$ cat src/rtl/matrix_result_reader_if.sv
// Bus bundle between matrix_result_reader and its neighbours: the four data-memory
// bank ports (addr/datain/write_en out, registered dataout in) and the tagged
// valid/ready result stream.
//   master: the reader (drives memory ports and the result stream)
//   slave : memory mux plus downstream consumer
interface matrix_result_reader_if #(
  parameter int unsigned DATA_W = 16,
  parameter int unsigned ADDR_W = 16
);
  logic [ADDR_W-1:0] mem_addr_a, mem_addr_b, mem_addr_c, mem_addr_d;
  logic [DATA_W-1:0] mem_datain_a, mem_datain_b, mem_datain_c, mem_datain_d;
  logic              mem_write_en_a, mem_write_en_b, mem_write_en_c, mem_write_en_d;
  logic [DATA_W-1:0] mem_dataout_a, mem_dataout_b, mem_dataout_c, mem_dataout_d;

  logic [DATA_W-1:0] out_data;
  logic [1:0]        out_bank;
  logic [7:0]        out_index;
  logic              out_valid;
  logic              out_ready;

  modport master (
    output mem_addr_a, mem_addr_b, mem_addr_c, mem_addr_d,
    output mem_datain_a, mem_datain_b, mem_datain_c, mem_datain_d,
    output mem_write_en_a, mem_write_en_b, mem_write_en_c, mem_write_en_d,
    input  mem_dataout_a, mem_dataout_b, mem_dataout_c, mem_dataout_d,
    output out_data, out_bank, out_index, out_valid,
    input  out_ready
  );

  modport slave (
    input  mem_addr_a, mem_addr_b, mem_addr_c, mem_addr_d,
    input  mem_datain_a, mem_datain_b, mem_datain_c, mem_datain_d,
    input  mem_write_en_a, mem_write_en_b, mem_write_en_c, mem_write_en_d,
    output mem_dataout_a, mem_dataout_b, mem_dataout_c, mem_dataout_d,
    input  out_data, out_bank, out_index, out_valid,
    output out_ready
  );
endinterface

$ cat src/rtl/matrix_result_reader.sv
// Read-side master for the four-bank matrix data memory. On start it walks the result
// region (BASE_ADDR .. BASE_ADDR+ROW_LEN-1) of banks A..D in row-major order, emits each
// word on a tagged valid/ready stream and optionally zeroes the location afterwards.
//   clock, reset : clock, asynchronous active-high reset
//   start        : begin readout (only honoured while idle)
//   busy         : readout in progress, memory ports owned by this block
//   done         : one-cycle pulse in the final advance cycle
//   bus          : memory bank ports and result stream (master side)
// The interface instance must use the same DATA_W/ADDR_W as this module.
module matrix_result_reader #(
  parameter int unsigned DATA_W           = 16,
  parameter int unsigned ADDR_W           = 16,
  parameter int unsigned BASE_ADDR        = 24,
  parameter int unsigned ROW_LEN          = 4,
  parameter bit          CLEAR_AFTER_READ = 1'b0
) (
  input  logic                   clock,
  input  logic                   reset,
  input  logic                   start,
  output logic                   busy,
  output logic                   done,
  matrix_result_reader_if.master bus
);

  typedef enum logic [2:0] {
    StIdle,
    StRead1,
    StRead2,
    StSend,
    StClear,
    StAdv
  } state_e;

  state_e            state_q, state_d;
  logic [1:0]        bank_q, bank_d;
  logic [7:0]        idx_q, idx_d;
  logic [DATA_W-1:0] out_data_q, out_data_d;
  logic [1:0]        out_bank_q, out_bank_d;
  logic [7:0]        out_index_q, out_index_d;
  logic              out_valid_q, out_valid_d;
  logic              busy_q, busy_d;

  logic              last_idx;
  logic [DATA_W-1:0] rd_data;
  logic [ADDR_W-1:0] addr;
  logic              clr_cycle;

  localparam logic [7:0] LastIdx = 8'(ROW_LEN - 1);

  assign last_idx  = (idx_q == LastIdx);
  // Address is derived from idx alone so it stays put across READ1/READ2/SEND/CLEAR.
  assign addr      = ADDR_W'(BASE_ADDR + 32'(idx_q));
  assign clr_cycle = (state_q == StClear);

  always_comb begin
    rd_data = '0;
    unique case (bank_q)
      2'd0: rd_data = bus.mem_dataout_a;
      2'd1: rd_data = bus.mem_dataout_b;
      2'd2: rd_data = bus.mem_dataout_c;
      2'd3: rd_data = bus.mem_dataout_d;
    endcase
  end

  always_comb begin
    state_d     = state_q;
    bank_d      = bank_q;
    idx_d       = idx_q;
    out_data_d  = out_data_q;
    out_bank_d  = out_bank_q;
    out_index_d = out_index_q;
    out_valid_d = out_valid_q;
    busy_d      = busy_q;
    done        = 1'b0;

    unique case (state_q)
      StIdle: begin
        if (start) begin
          bank_d  = 2'd0;
          idx_d   = 8'd0;
          busy_d  = 1'b1;
          state_d = StRead1;
        end
      end
      // Address presented with write enable low; memory registers the read here.
      StRead1: state_d = StRead2;
      StRead2: begin
        out_data_d  = rd_data;
        out_bank_d  = bank_q;
        out_index_d = idx_q;
        out_valid_d = 1'b1;
        state_d     = StSend;
      end
      StSend: begin
        if (bus.out_ready) begin
          out_valid_d = 1'b0;
          state_d     = CLEAR_AFTER_READ ? StClear : StAdv;
        end
      end
      StClear: state_d = StAdv;
      StAdv: begin
        if (last_idx && (bank_q == 2'd3)) begin
          done    = 1'b1;
          busy_d  = 1'b0;
          state_d = StIdle;
        end else if (last_idx) begin
          idx_d   = 8'd0;
          bank_d  = bank_q + 2'd1;
          state_d = StRead1;
        end else begin
          idx_d   = idx_q + 8'd1;
          state_d = StRead1;
        end
      end
      default: state_d = StIdle;
    endcase
  end

  always_ff @(posedge clock or posedge reset) begin
    if (reset) begin
      state_q     <= StIdle;
      bank_q      <= 2'd0;
      idx_q       <= 8'd0;
      out_data_q  <= '0;
      out_bank_q  <= 2'd0;
      out_index_q <= 8'd0;
      out_valid_q <= 1'b0;
      busy_q      <= 1'b0;
    end else begin
      state_q     <= state_d;
      bank_q      <= bank_d;
      idx_q       <= idx_d;
      out_data_q  <= out_data_d;
      out_bank_q  <= out_bank_d;
      out_index_q <= out_index_d;
      out_valid_q <= out_valid_d;
      busy_q      <= busy_d;
    end
  end

  assign busy = busy_q;

  assign bus.mem_addr_a = addr;
  assign bus.mem_addr_b = addr;
  assign bus.mem_addr_c = addr;
  assign bus.mem_addr_d = addr;

  assign bus.mem_datain_a = '0;
  assign bus.mem_datain_b = '0;
  assign bus.mem_datain_c = '0;
  assign bus.mem_datain_d = '0;

  // Decoded from state so reset drops the enable without waiting for a clock.
  assign bus.mem_write_en_a = clr_cycle && (bank_q == 2'd0);
  assign bus.mem_write_en_b = clr_cycle && (bank_q == 2'd1);
  assign bus.mem_write_en_c = clr_cycle && (bank_q == 2'd2);
  assign bus.mem_write_en_d = clr_cycle && (bank_q == 2'd3);

  assign bus.out_data  = out_data_q;
  assign bus.out_bank  = out_bank_q;
  assign bus.out_index = out_index_q;
  assign bus.out_valid = out_valid_q;

endmodule

$ cat src/flat_wrapper.sv
// flat-port wrapper written by rule: the top's interface ports become plain ports
module matrix_result_reader_flat 
#(
  parameter int unsigned DATA_W           = 16,
  parameter int unsigned ADDR_W           = 16,
  parameter int unsigned BASE_ADDR        = 24,
  parameter int unsigned ROW_LEN          = 4,
  parameter bit          CLEAR_AFTER_READ = 1'b0
)
  (clock, reset, start, busy, done, bus_mem_addr_a, bus_mem_addr_b, bus_mem_addr_c, bus_mem_addr_d, bus_mem_datain_a, bus_mem_datain_b, bus_mem_datain_c, bus_mem_datain_d, bus_mem_write_en_a, bus_mem_write_en_b, bus_mem_write_en_c, bus_mem_write_en_d, bus_mem_dataout_a, bus_mem_dataout_b, bus_mem_dataout_c, bus_mem_dataout_d, bus_out_data, bus_out_bank, bus_out_index, bus_out_valid, bus_out_ready);
  matrix_result_reader_if #(.DATA_W(DATA_W), .ADDR_W(ADDR_W)) bus_i ();
  input  logic clock;
  input  logic reset;
  input  logic start;
  output logic busy;
  output logic done;
  output wire logic [$bits(bus_i.mem_addr_a)-1:0] bus_mem_addr_a;
  output wire logic [$bits(bus_i.mem_addr_b)-1:0] bus_mem_addr_b;
  output wire logic [$bits(bus_i.mem_addr_c)-1:0] bus_mem_addr_c;
  output wire logic [$bits(bus_i.mem_addr_d)-1:0] bus_mem_addr_d;
  output wire logic [$bits(bus_i.mem_datain_a)-1:0] bus_mem_datain_a;
  output wire logic [$bits(bus_i.mem_datain_b)-1:0] bus_mem_datain_b;
  output wire logic [$bits(bus_i.mem_datain_c)-1:0] bus_mem_datain_c;
  output wire logic [$bits(bus_i.mem_datain_d)-1:0] bus_mem_datain_d;
  output wire logic [$bits(bus_i.mem_write_en_a)-1:0] bus_mem_write_en_a;
  output wire logic [$bits(bus_i.mem_write_en_b)-1:0] bus_mem_write_en_b;
  output wire logic [$bits(bus_i.mem_write_en_c)-1:0] bus_mem_write_en_c;
  output wire logic [$bits(bus_i.mem_write_en_d)-1:0] bus_mem_write_en_d;
  input wire logic [$bits(bus_i.mem_dataout_a)-1:0] bus_mem_dataout_a;
  input wire logic [$bits(bus_i.mem_dataout_b)-1:0] bus_mem_dataout_b;
  input wire logic [$bits(bus_i.mem_dataout_c)-1:0] bus_mem_dataout_c;
  input wire logic [$bits(bus_i.mem_dataout_d)-1:0] bus_mem_dataout_d;
  output wire logic [$bits(bus_i.out_data)-1:0] bus_out_data;
  output wire logic [$bits(bus_i.out_bank)-1:0] bus_out_bank;
  output wire logic [$bits(bus_i.out_index)-1:0] bus_out_index;
  output wire logic [$bits(bus_i.out_valid)-1:0] bus_out_valid;
  input wire logic [$bits(bus_i.out_ready)-1:0] bus_out_ready;
  assign bus_mem_addr_a = bus_i.mem_addr_a;
  assign bus_mem_addr_b = bus_i.mem_addr_b;
  assign bus_mem_addr_c = bus_i.mem_addr_c;
  assign bus_mem_addr_d = bus_i.mem_addr_d;
  assign bus_mem_datain_a = bus_i.mem_datain_a;
  assign bus_mem_datain_b = bus_i.mem_datain_b;
  assign bus_mem_datain_c = bus_i.mem_datain_c;
  assign bus_mem_datain_d = bus_i.mem_datain_d;
  assign bus_mem_write_en_a = bus_i.mem_write_en_a;
  assign bus_mem_write_en_b = bus_i.mem_write_en_b;
  assign bus_mem_write_en_c = bus_i.mem_write_en_c;
  assign bus_mem_write_en_d = bus_i.mem_write_en_d;
  assign bus_i.mem_dataout_a = bus_mem_dataout_a;
  assign bus_i.mem_dataout_b = bus_mem_dataout_b;
  assign bus_i.mem_dataout_c = bus_mem_dataout_c;
  assign bus_i.mem_dataout_d = bus_mem_dataout_d;
  assign bus_out_data = bus_i.out_data;
  assign bus_out_bank = bus_i.out_bank;
  assign bus_out_index = bus_i.out_index;
  assign bus_out_valid = bus_i.out_valid;
  assign bus_i.out_ready = bus_out_ready;
  matrix_result_reader #(.DATA_W(DATA_W), .ADDR_W(ADDR_W), .BASE_ADDR(BASE_ADDR), .ROW_LEN(ROW_LEN), .CLEAR_AFTER_READ(CLEAR_AFTER_READ)) u_core (.clock(clock), .reset(reset), .start(start), .busy(busy), .done(done), .bus(bus_i));
endmodule
$ cat config.mk
export PLATFORM = sky130hd
export DESIGN_NAME = matrix_result_reader_flat
export DESIGN_NICKNAME = d
export VERILOG_FILES = /design/src/rtl/matrix_result_reader_if.sv /design/src/rtl/matrix_result_reader.sv /design/src/flat_wrapper.sv
export SDC_FILE = /design/constraint.sdc
export NUM_CORES = 1
export LEC_CHECK = 0
export CAP_MARGIN = 20
export CELL_PAD_IN_SITES_DETAIL_PLACEMENT = 0
export CELL_PAD_IN_SITES_GLOBAL_PLACEMENT = 2
export CORE_MARGIN = 2
export CORE_UTILIZATION = 33
export DETAILED_ROUTE_END_ITERATION = 8
export DONT_BUFFER_PORTS = 1
export GPL_ROUTABILITY_DRIVEN = 0
export HOLD_SLACK_MARGIN = 0.08
export PLACE_DENSITY_LB_ADDON = 0.1
export SLEW_MARGIN = 20
export SYNTH_ARGS = -nofsm -noshare
export SYNTH_HDL_FRONTEND = slang
export SYNTH_SLANG_ARGS = --single-unit
$ cat constraint.sdc
create_clock -name clock -period 2.1 [get_ports clock]
set_clock_uncertainty 0.2 [all_clocks]
set_input_delay 0.42 -clock clock [delete_from_list [all_inputs] [get_ports clock]]
set_output_delay 0.42 -clock clock [all_outputs]
set_load 0.01 [all_outputs]
==> out/summary.log <==
qor: route.num_vias 2144
qor: synthesis.postSynthAreaPerCell 8.52 um2
qor: floorplan.fp.dieW 101 um
qor: layout.register_area 1030 um2
qor: placement.numPlacedInstances 468
qor: power.static_leakage 1.45 nW
qor: global_route.grt_max_degree 49
qor: floorplan.i_o_pin_total 229
qor: critical_path.cp_data_required_time 1480 ps
qor: layout.area_growth_syn_to_layout -2.28%
qor: sta.finalMaxSlewViolations 0
qor: cts.clkSlewWorstSetupHoldPaths 80 ps
qor: floorplan.initial_utilization 33.9%
qor: sta.finalSetupViolCount 0
qor: sta.f_max 0.487 GHz
qor: layout.finalNonFillerCells 485
qor: critical_path.critPathMaxFanout 4
qor: synthesis.yosys_most_used_dff sky130_fd_sc_hd__dfrtp_1
qor: route.avgViaCountPerCell 4.42
qor: synthesis.synth.yosys.warnings 0
qor: floorplan.die-area 10300 um2
qor: route.drtIter0Drc 179
qor: power.vdd_ir_drop_max 0.000625 V
qor: sta.fin_crit_sh 97.7%
qor: layout.drive_gt1_share 17.1%
qor: layout.antenna-diode-count 0
qor: critical_path.cp-start-kind flop
qor: global_route.grt_first_pass_wirelength 9.96 mm
qor: synthesis.main_area_contributors_after_synthesis sky130_fd_sc_hd__dfrtp_1, sky130_fd_sc_hd__buf_4, sky130_fd_sc_hd__a222oi_1, sky130_fd_sc_hd__o21ai_0, sky130_fd_sc_hd__nand2_1
qor: synthesis.synth_enable_flop_cells 0
qor: layout.postLayoutCoreUtil 33.1%
qor: power.cellPowerDensity 1400 nW/um2
qor: synthesis.synth.distinct_cells 36
qor: synthesis.synth_top_area_share 32.7%
qor: placement.port-buffer-count 0
qor: sta.final_period_minus_worst_setup_slack 2050 ps
qor: synthesis.async_reset_ff_share 100%
qor: sta.tightest_slew 522 ps
qor: cts.cts_htree_levels 2
qor: layout.multi_input_area 1460 um2
qor: cts.worstSkewPairLatency 290 ps
qor: route.ant_nets 0
qor: min_path.timing.hold.worst.start bus_out_ready
qor: sta.fin_hold_ws 93.5 ps
qor: route.drt_pre_antenna_iters 6
qor: power.netSwitchingFraction 46.6%
qor: synthesis.synthAdderAreaFrac 2.79%
qor: route.route.detailed.wl_per_inst 14.4 um
qor: synthesis.synthesis.area 3130 um2
qor: min_path.hold_class primary input to flop
qor: layout.nFillCells 998
qor: critical_path.r2r_setup_slack 160 ps
qor: critical_path.critPathSlowestCell sky130_fd_sc_hd__dfrtp_1
qor: critical_path.critical_path.max_stage_delay 410 ps
qor: layout.finalNetCount 431
qor: synthesis.synth-seq-area-share 32.7%
qor: power.power.switching 2.00 mW
qor: cts.cts_root_cell sky130_fd_sc_hd__clkbuf_8
qor: sta.hold_violations 0
qor: synthesis.synth_mux_area_share 1.80%
qor: cts.max-clock-path-buffers 2
qor: global_route.antenna_found_initial 0
qor: global_route.grt.overflow.total 0
qor: power.sequentialPowerShare 36.1%
qor: critical_path.worstReg2RegStart u_core.bank_q[0]$_DFFE_PP0P_
qor: sta.timing.max_slew.rel_slack 65.2%
qor: cts.clock-sinks 41
qor: power.combinationalPowerShare 51.5%
qor: placement.dp_hpwl 5.29 mm
qor: synthesis.synthMostInstantiatedCell sky130_fd_sc_hd__buf_4
qor: flow_run.drv_cap 0
qor: critical_path.cp_cell_sequence ha_4, nor4b_4, nand4_1, inv_2
qor: sta.rsz0062_at_grt yes
qor: critical_path.type_of_the_setup_path_with_the_least_slack flop to primary output
qor: global_route.global_router_s_overall_resource_usage 12.5%
qor: route.aggregate_routed_wire_length 6.96 mm
qor: synthesis.synth_xor_area_share 1.68%
qor: power.p_int 2.29 mW
qor: min_path.timing.hold.worst_endpoint u_core.bus.out_valid$_DFFE_PP0P_
qor: synthesis.synth.largest_area_cell sky130_fd_sc_hd__dfrtp_1
qor: cts.cts-buffers-inserted 5
qor: critical_path.cp_data_arrival_time 1430 ps
qor: cts.cts_tree built
qor: critical_path.cp-end-kind primary output
qor: synthesis.synth_commonest_cells sky130_fd_sc_hd__buf_4, sky130_fd_sc_hd__dfrtp_1, sky130_fd_sc_hd__nand2_1
qor: power.clkPwrFrac 12.4%
qor: global_route.via_count_of_the_first_global_routing_pass 1822
qor: floorplan.design.core.area 9240 um2
qor: synthesis.synth_top_family_by_area buffers and inverters
qor: min_path.min_delay_path_depth 3
qor: critical_path.startpoint u_core.idx_q[1]$_DFFE_PP0P_
qor: route.drt_drc_violations_left 0
qor: floorplan.die_h 101 um
qor: synthesis.yosys_register_bits 41
qor: floorplan.fp-row-count 35
qor: synthesis.synth-compound-area-share 15.1%
qor: outcome.run_status completed
qor: synthesis.post_synth_and_or_nand_nor_area_fraction 12.7%
qor: critical_path.rr_worst_depth 7
qor: critical_path.rr_endpoint u_core.bus.out_data[3]$_DFFE_PP0P_
qor: synthesis.syn_inst 368
qor: power.totalPowerFinal 4.28 mW
-- placed cells by master (no fill, tap or decap), types with 6 or more instances in the layout --
| master | synthesis | final |
|---|---|---|
| sky130_fd_sc_hd__nor2_1 | 22 | 21 |
| sky130_fd_sc_hd__a21oi_1 | 21 | 21 |
| sky130_fd_sc_hd__nand2_1 | 34 | 34 |
| sky130_fd_sc_hd__dfrtp_1 | 41 | 38 |
| sky130_fd_sc_hd__buf_4 | 122 | 27 |
| sky130_fd_sc_hd__a222oi_1 | 16 | 16 |
| sky130_fd_sc_hd__conb_1 | 1 | 92 |
| sky130_fd_sc_hd__clkbuf_8 | 0 | 6 |
| sky130_fd_sc_hd__o21ai_0 | 27 | 26 |
| sky130_fd_sc_hd__nand3_1 | 6 | 6 |
| sky130_fd_sc_hd__inv_1 | 9 | 6 |
-- state kept, by name, indices dropped and copies added (netlist names) --
signal and count:
u_core.bank_q 2, u_core.bus.out_bank 2, u_core.bus.out_data 16, u_core.bus.out_index 8
u_core.bus.out_valid 1, u_core.busy 1, u_core.idx_q 8, u_core.state_q 3
-- worst max path at each step --
stage                                          to
5_1_grt                                      done
6_report                                     done
2_1_floorplan                   bus_mem_addr_b[7]
4_1_cts                                      done
3_5_place_dp   u_core.bus.out_data[3]$_DFFE_PP0P_
3_3_place_gp   u_core.bus.out_data[3]$_DFFE_PP0P_
-- worst max-delay path: cells and delay by family, from the launching register on --
family                     cells  cell delay (ps)
DFF                            1              410
and+or+nand+nor                2              450
adders and majority gates      1              170
buffers and inverters          1              120
-- per-layer routing --
metal	part of all wire (%)	GRT usage [%]	up-vias	routed length [um]
li1	-	-	1006	-
met1	44	17.4	999	3040
met2	47	19.2	131	3290
met3	7.9	3.80	8	553
met4	1.0	2.91	0	73
met5	0	0	-	0
-- repair_timing --
action                                 in CTS  in global routing
endpoints found under the hold margin      17                  0
pin swaps                                   2                  2
hold buffers                                1                  0
gates resized for setup                     4                 11
setup buffers                               2                  7
setup endpoints to repair                   5                 10
-- area by class of cell --
type                       count  area share [%]
sequential                    41            33.6
clock buffer                   7            2.82
tap                          129            5.27
timing repair buffer          32            9.56
multi-input combinational    267            47.6
inverter                       9            1.10
-- logic make-up after synthesis --
group,Yosys count
compound gates,73
fa+ha+maj,7
buf+inv,151
flops,41
simple gates,84
mux,5
xor+xnor,6
other cells,1
-- through the flow --
step                      instance area, um2  TNS (ps)  setup WS (ps)
after floorplan                         3480         0           15.9
after global placement                  2850         0            108
after detailed placement                2850         0            123
after CTS                               2980         0           2.80
after global routing                    3060     -99.4          -42.4
final                                   3060         0           47.6
-- power groups by stage --
| stage | clock, mW | combinational [mW] | sequential, mW |
|---|---|---|---|
| after floorplan | 0 | 1.94 | 1.44 |
| after global placement | 0 | 2.06 | 1.54 |
| after detailed placement | 0 | 2.08 | 1.55 |
| after CTS | 0.557 | 2.13 | 1.55 |
| after global routing | 0.588 | 2.51 | 1.60 |
| final | 0.533 | 2.20 | 1.55 |
No activity file was read; power rests on OpenSTA's default activity.
